**src/rtl/fetch_pkg.sv**
```systemverilog
// Shared types and constants for the instruction prefetch front-end.
package fetch_pkg;

    typedef enum logic [1:0] {
        IDLE,
        WAIT,
        DROP
    } fetch_state_e;

    localparam int          WORD_BYTES       = 4;
    localparam logic [31:0] DEFAULT_RESET_PC = 32'h0000_0000;

endpackage

```
**src/rtl/fetch_fifo.sv**
```systemverilog
// DEPTH x WIDTH synchronous FIFO with clear; head shows the oldest entry.
module fetch_fifo #(
    parameter int DEPTH = 4,
    parameter int WIDTH = 64
) (
    input  logic                     clk,
    input  logic                     reset,
    input  logic                     clear,
    input  logic                     push,
    input  logic [WIDTH-1:0]         push_data,
    input  logic                     pop,
    output logic [WIDTH-1:0]         head,
    output logic [$clog2(DEPTH):0]   count
);

    localparam int AW = $clog2(DEPTH);
    localparam int CW = AW + 1;
    localparam logic [CW-1:0] FULL = CW'(DEPTH);

    logic [WIDTH-1:0] mem [DEPTH];
    logic [AW-1:0]    rd_ptr, wr_ptr;
    logic             do_push, do_pop;

    assign do_pop  = pop && (count != '0);
    assign do_push = push && ((count != FULL) || do_pop);
    assign head    = mem[rd_ptr];

    always_ff @(posedge clk) begin
        if (do_push && !clear)
            mem[wr_ptr] <= push_data;
    end

    always_ff @(posedge clk) begin
        if (reset || clear) begin
            rd_ptr <= '0;
            wr_ptr <= '0;
            count  <= '0;
        end else begin
            if (do_push) wr_ptr <= wr_ptr + 1'b1;
            if (do_pop)  rd_ptr <= rd_ptr + 1'b1;
            case ({do_push, do_pop})
                2'b10:   count <= count + 1'b1;
                2'b01:   count <= count - 1'b1;
                default: count <= count;
            endcase
        end
    end

endmodule

```
**src/rtl/instr_prefetch_queue.sv**
```systemverilog
// Instruction prefetch queue feeding IF/ID: one outstanding fetch, redirect flush.
// Define PREFETCH_BYPASS_EN to forward a response straight to out_* when the FIFO is empty.
module instr_prefetch_queue
    import fetch_pkg::*;
#(
    parameter int          DEPTH    = 4,
    parameter logic [31:0] RESET_PC = DEFAULT_RESET_PC
) (
    input  logic                    clk,
    input  logic                    reset,
    output logic                    mem_req,
    output logic [31:0]             mem_addr,
    input  logic                    mem_gnt,
    input  logic                    mem_rvalid,
    input  logic [31:0]             mem_rdata,
    input  logic                    redirect,
    input  logic [31:0]             redirect_pc,
    input  logic                    take,
    output logic                    out_valid,
    output logic [31:0]             out_instr,
    output logic [31:0]             out_pc_plus4,
    output logic [$clog2(DEPTH):0]  occupancy
);

    localparam int CW = $clog2(DEPTH) + 1;
    localparam logic [CW-1:0] FULL = CW'(DEPTH);

    fetch_state_e  state, state_nxt;
    logic [31:0]   fetch_pc, issued_pc, rsp_pc4;
    logic [CW-1:0] count;
    logic [63:0]   head;
    logic          fifo_ne, grant, rsp_live, byp, push, pop;
    logic          unused_redir_lsb;

    assign unused_redir_lsb = ^redirect_pc[1:0];

    assign fifo_ne  = (count != '0);
    assign rsp_pc4  = issued_pc + 32'(WORD_BYTES);
    assign rsp_live = (state == WAIT) && mem_rvalid && !redirect;

`ifdef PREFETCH_BYPASS_EN
    assign byp = rsp_live && !fifo_ne;
`else
    assign byp = 1'b0;
`endif

    // A bypassed response that is consumed immediately never occupies an entry.
    assign push = rsp_live && !(byp && take);
    assign pop  = take && fifo_ne && !redirect;

    assign mem_req  = !reset && (state == IDLE) && !redirect && (count != FULL);
    assign mem_addr = fetch_pc;
    assign grant    = mem_req && mem_gnt;

    assign out_valid    = fifo_ne || byp;
    assign out_instr    = fifo_ne ? head[63:32] : (byp ? mem_rdata : 32'h0);
    assign out_pc_plus4 = fifo_ne ? head[31:0]  : (byp ? rsp_pc4   : 32'h0);
    assign occupancy    = count;

    fetch_fifo #(.DEPTH(DEPTH), .WIDTH(64)) u_fifo (
        .clk       (clk),
        .reset     (reset),
        .clear     (redirect),
        .push      (push),
        .push_data ({mem_rdata, rsp_pc4}),
        .pop       (pop),
        .head      (head),
        .count     (count)
    );

    always_comb begin
        state_nxt = state;
        case (state)
            IDLE:    if (grant) state_nxt = WAIT;
            // A response landing in the redirect cycle is simply discarded.
            WAIT:    if (mem_rvalid) state_nxt = IDLE;
                     else if (redirect) state_nxt = DROP;
            DROP:    if (mem_rvalid) state_nxt = IDLE;
            default: state_nxt = IDLE;
        endcase
    end

    always_ff @(posedge clk) begin
        if (reset) begin
            state     <= IDLE;
            fetch_pc  <= RESET_PC;
            issued_pc <= '0;
        end else begin
            state <= state_nxt;
            if (redirect)
                fetch_pc <= {redirect_pc[31:2], 2'b00};
            else if (grant)
                fetch_pc <= fetch_pc + 32'(WORD_BYTES);
            if (grant)
                issued_pc <= fetch_pc;
        end
    end

endmodule
```
**config.mk**
```make
export PLATFORM = sky130hd
export DESIGN_NAME = instr_prefetch_queue
export DESIGN_NICKNAME = d
export VERILOG_FILES = /design/src/rtl/fetch_pkg.sv /design/src/rtl/fetch_fifo.sv /design/src/rtl/instr_prefetch_queue.sv
export SDC_FILE = /design/constraint.sdc
export NUM_CORES = 1
export LEC_CHECK = 0
export CAP_MARGIN = 20
export CORE_UTILIZATION = 55
export DETAILED_ROUTE_END_ITERATION = 10
export PLACE_DENSITY = 0.79
export SLEW_MARGIN = 15
export SYNTH_ARGS = -nofsm -noshare
export SYNTH_HDL_FRONTEND = slang
export SYNTH_HIERARCHICAL = 1
export SYNTH_SLANG_ARGS = --single-unit
```
**constraint.sdc**
```tcl
create_clock -name clk -period 7.1 [get_ports clk]
set_input_delay 0.71 -clock clk [delete_from_list [all_inputs] [get_ports clk]]
set_output_delay 0.71 -clock clk [all_outputs]
set_load 0.02 [all_outputs]
```
Word level (Yosys, flattened, before mapping)
Memories as Yosys holds them, arrays and structs flattened. A register that Yosys moved wholly into a read port is not among the register bits.
Cells that the tools add are included.
W data, S select, Z words.
- mux-type cells: 14
- add/subtract/negate cells: 6
- equality and inequality tests: 8
- reductions and logical operators: 21
- operator list (cell ; count):
    $mux W32 ; 4
    $add A32 B3 Y32 const B ; 2
    $mux W2 ; 6
    $logic_and A1 B1 Y1 ; 11
    $ne A3 B3 Y1 const B ; 2
    $pmux W2 S3 ; 1
    $pmux W3 S2 ; 1
    $add A2 B1 Y2 const B ; 2
    $eq A2 B1 Y1 const B ; 2
    $eq A2 B2 Y1 const B ; 2
    $ne A2 B2 Y1 const B ; 2
    $reduce_bool A2 Y1 ; 2
    $add A3 B1 Y3 const B ; 1
    $reduce_and A3 Y1 ; 1
    $reduce_bool A3 Y1 ; 1
    $sub A3 B1 Y3 const B ; 1
    $logic_not A1 Y1 ; 2
    $logic_not A2 Y1 ; 1
    $logic_or A1 B1 Y1 ; 2
    $mux W1 ; 2
    $reduce_or A2 Y1 ; 1
- RAM bits: 256
- memories: 1
- output and inout port bits: 101
- register bits after elaboration: 73
- logic and storage cells: 57
- memory list (name ; words ; bits a word ; read ports ; clocked after memory_dff ; write ports ; RTL line ; source):
    u_fifo.mem ; 4 ; 64 ; 1 ; 1 ; 1 ; fetch_fifo.sv:20 ; logic [WIDTH-1:0] mem [DEPTH];

Longest topological paths before layout
- depth in word-level cells: 9
- gate-level depth with buffers: 10
- mapped depth without buffers: 8

Modules after synthesis
Netlist, hierarchy kept.
- modules (own cells, without submodules) (module ; area an instance (um2) ; cells each ; instances ; sequential area each (um2)):
    fetch_fifo ; 9831.9 ; 397 ; 1 ; 7867.5
    instr_prefetch_queue ; 3990.1 ; 534 ; 1 ; 1241.2

Least setup slack after synthesis
Ideal clock, no wire load.
- path type: input to register
- start point: in redirect
- end point: mem u_fifo.mem[0][0], enable pin
- setup slack: 3.421 ns
- data required time: 6.671 ns
- cell stages on the path: 6
- path buffers: 2
- data arrival time: 3.251 ns
- cell sequence: clkbuf_1 -> nor4bb_1 -> buf_2 -> inv_2 -> nor3_1 -> and2_1
- elaborated cells between the ends (all ways): 9
- those cells by class: mux: 2; reduce/logical: 7
- RTL lines (element ; RTL line ; source):
    from (decl) ; instr_prefetch_queue.sv:16 ; input logic redirect,
    $logic_not A1 Y1 ; instr_prefetch_queue.sv:39 ; assign rsp_live = (state == WAIT) && mem_rvalid && !redirect;
    $logic_and A1 B1 Y1 ; instr_prefetch_queue.sv:39 ;
    via push ; instr_prefetch_queue.sv:32 ; logic fifo_ne, grant, rsp_live, byp, push, pop;
    $logic_and A1 B1 Y1 ; fetch_fifo.sv:25 ; assign do_push = push && ((count != FULL) || do_pop);
    $logic_and A1 B1 Y1 ; fetch_fifo.sv:29 ; if (do_push && !clear)
    $mux W1 ; fetch_fifo.sv:29 ;
    $mux W1 (implied by the code) ; fetch_fifo.sv:30 ; mem[wr_ptr] <= push_data;
    to (decl) ; fetch_fifo.sv:20 ;
The timed path passes the listed nets, and every way through them passes these cells.

==> run_results.csv <==
group,metric,value,unit
run_status,status,"completed",
yosys,ys_seq_elements,327,
yosys,ys_seq_area_share,65.9,%
global_routing,gr-total-overflow,0,
floorplanning,start_util,56.5,%
cells_and_area,fin_area,16900,um^2
pwr,p_int,3.19,mW
sta,skew,0.0164,ns
yosys,synth_area,13800,um^2
yosys,synth_area_per_cell,14.8,um^2
yosys,synthCells,931,
clocking,cts_resized,0,
placement,io_buffer_count,166,
global_routing,grtUsageTotal,21.4,%
yosys,synthArstFlopShare,0,%
global_routing,grt_pass1_vias,8077,
sta,rsz0062_at_grt,"false",
yosys,synth_edf_count,256,
cells_and_area,final_core_util,68.9,%
floorplanning,coreArea,24500,um^2
floorplanning,rows,57,
yosys,synth-compound-area-share,5.11,%
flow_run,max_cap_viol_count,0,
sta,setup_viol,0,
clocking,ctsLongestPathBuffers,3,
worst_hold_path,hold_path_class,"flip-flop to flip-flop",
detailed_routing,initialDrtViolationCount,477,
pwr,p_total,4.00,mW
yosys,yosys_warnings,6,
floorplanning,dieArea,25800,um^2
cells_and_area,final_layout_size_suffix_gt1_share,14.1,%
detailed_routing,ant_nets,0,
detailed_routing,drtPass1Iterations,5,
yosys,synthXorXnorAreaFrac,2.34,%
sta,drv_slew,0,
yosys,muxShareOfSynthArea,10.7,%
global_routing,antenna_found_initial,0,
yosys,synth.distinct_cells,72,
placement,placed_area,15700,um^2
clocking,cts_sinks,327,
detailed_routing,drc_errors,0,
worst_setup_path,endpoint_kind,"output pin",
floorplanning,io_pins,171,
detailed_routing,wl_per_cell,18.7,um
detailed_routing,vias,8201,
cells_and_area,antenna_cells,0,
pwr,power.share.switching,20.3,%
worst_setup_path,crit_path_start_kind,"flip-flop",
pwr,p_switching,810,uW
sta,tns,0,ns
pwr,ir_worst_vdd,138,uV
yosys,synth_top_family_by_area,"simple AND/OR/NAND/NOR gates",
placement,place_ws,3.08,ns
floorplanning,die_w,161,um
floorplanning,die_h,161,um
clocking,cts_root_buf,"clkbuf_16",
clocking,cts_tree,"yes",
sta,period_share,56.1,%
sta,layout_setup_ws,3.12,ns
sta,fmax,251,MHz
placement,dpl.hpwl,16400,um
global_routing,grt_max_degree,66,
global_routing,grt_pass1_wl,43000,um
placement,gp_congestion,0.817,
worst_setup_path,cp.arrival,3.27,ns
pwr,p_seq_share,52.3,%
pwr,power.density,237,nW/um^2
clocking,postCtsSetupBuffers,0,
detailed_routing,vias_per_cell,5.65,
pwr,p_comb_share,3.6,%
yosys,synth-main-ff-cell,"edfxtp_1",
cells_and_area,syn2layout_area_growth,21.9,%
yosys,synthAdderAreaFrac,0.688,%
sta,tightest_slew,0.969,ns
sta,max-slew-margin-rel,35.4,%
clocking,clk_latency,0.52,ns
clocking,cts_inserted_buffers,35,
clocking,htreeDepth,2,
worst_setup_path,worst-setup-path-type,"flip-flop to output pin",
sta,finalCriticalPeriod,3.98,ns
yosys,synth-simple-area-share,12.5,%
worst_setup_path,required,6.39,ns
pwr,clkPwrFrac,44.1,%
worst_setup_path,cp_max_fo,36,
pwr,leakagePower,5.42,nW
cells_and_area,nNetsFinal,1178,
clocking,path_clk_slew,0.06,ns
detailed_routing,routed_wl,27200,um
clocking,holdBufCountCts,0,
sta,hold_viol_final,0,
[synth_stat cells (4+ instances only)]
cell / n / area (um^2)
a21oi_1: 58 / 290
buf_2: 15 / 75.1
nor4_1: 4 / 25.0
or3_1: 7 / 43.8
mux4_2: 64 / 1440
xor2_1: 12 / 105
nor2_1: 31 / 116
edfxtp_1: 256 / 7690
a32oi_1: 4 / 35.0
and2_1: 72 / 450
xnor2_1: 25 / 219
and3_1: 6 / 37.5
nand3_1: 23 / 115
a31oi_1: 14 / 87.6
nor2b_1: 6 / 37.5
o21ai_0: 15 / 75.1
o21a_1: 4 / 30.0
nand4_1: 25 / 156
nor4_4: 4 / 85.1
nor3_1: 9 / 45.0
nand2_1: 85 / 319
clkbuf_1: 22 / 82.6
dfxtp_1: 71 / 1420
ha_1: 6 / 75.1
inv_1: 19 / 71.3
buf_6: 10 / 113
[power by group through the flow]
stage	Sequential (mW)	Combinational, mW	Clock (mW)
2_1_floorplan	2.14	0.0538	0
3_3_place_gp	2.13	0.137	0
3_5_place_dp	2.13	0.142	0
4_1_cts	2.09	0.143	1.80
5_1_grt	2.09	0.154	1.88
6_report	2.09	0.143	1.76
[routing by layer]
layer | global-route usage (%) | vias up | share of wire [%]
met1 | 30.5 | 4031 | 45
met3 | 3.69 | 32 | 5.9
li1 | - | 3875 | -
met2 | 34.4 | 263 | 48
met4 | 5.28 | 0 | 1.5
met5 | 0 | - | 0
[critical path, cell delays in order, from the launching register on]
cell and delay, ns:
dfxtp_4 0.74, buf_4 0.70, mux4_2 0.62, and2_1 0.16, clkdlybuf4s50_1 0.53
[per-stage QoR]
step | hold WS [ns] | std cells
after floorplan | 0.436 | 940
after detailed placement | 0.457 | 1388
after CTS | 0.465 | 1451
final | 0.463 | 1451
after global placement | 0.446 | 1387
after global routing | 0.489 | 1451
[sequential cells by signal, summed over array words and instances, names as in the netlist, named ones only]
name / count
u_fifo/rd_ptr: 2
state: 2
u_fifo/mem: 256
u_fifo/count: 3
mem_addr: 30
u_fifo/wr_ptr: 2
issued_pc: 30
[placed cells by master (no fill, tap or decap), types with 6 or more instances in the layout]
cell             synthesis  layout
a21oi_1                 58      58
a31oi_1                 14      14
and2_1                  72      68
and3_1                   6       6
buf_4                    3       9
clkbuf_1                22       7
clkbuf_16                0      36
clkdlybuf4s50_1          0     164
conb_1                   1      10
dfxtp_1                 71      69
edfxtp_1               256     256
ha_1                     6       6
inv_1                   19      19
mux4_2                  64      64
nand2_1                 85      85
nand3_1                 23      22
nand4_1                 25      25
nor2_1                  31      31
nor2b_1                  6       6
nor3_1                   9       9
o21ai_0                 15      15
or3_1                    7       6
xnor2_1                 25      25
xor2_1                  12      12
[worst paths after layout]
check	slack (ns)	depth (start not counted)	startpoint	to
max	3.12	4	flip-flop	out_instr[26]
min reg2reg	0.46	2	issued_pc[20]	issued_pc[20]
max reg2reg	3.59	6	u_fifo/count[1]	u_fifo/mem[3][9]
min	0.46	2	issued_pc[20]	issued_pc[20]
[kinds of logic (layout without fill, tap and decap cells)]
logic type / Yosys count / after routing
simple gates: 303 / 303
mux: 67 / 67
xor+xnor: 37 / 37
other cells: 1 / 10
buf+inv: 72 / 259
compound gates: 117 / 117
flops: 327 / 327
fa+ha+maj: 7 / 7
[area by class of cell]
class	instances	area, um^2
tap	324	405
timing repair buffer	176	1750
inverter	20	75.1
sequential	327	9110
clock inverter	20	200
fill	1655	7610
multi-input combinational	541	4380
clock buffer	43	927
Power figures use the tool's default switching activity.
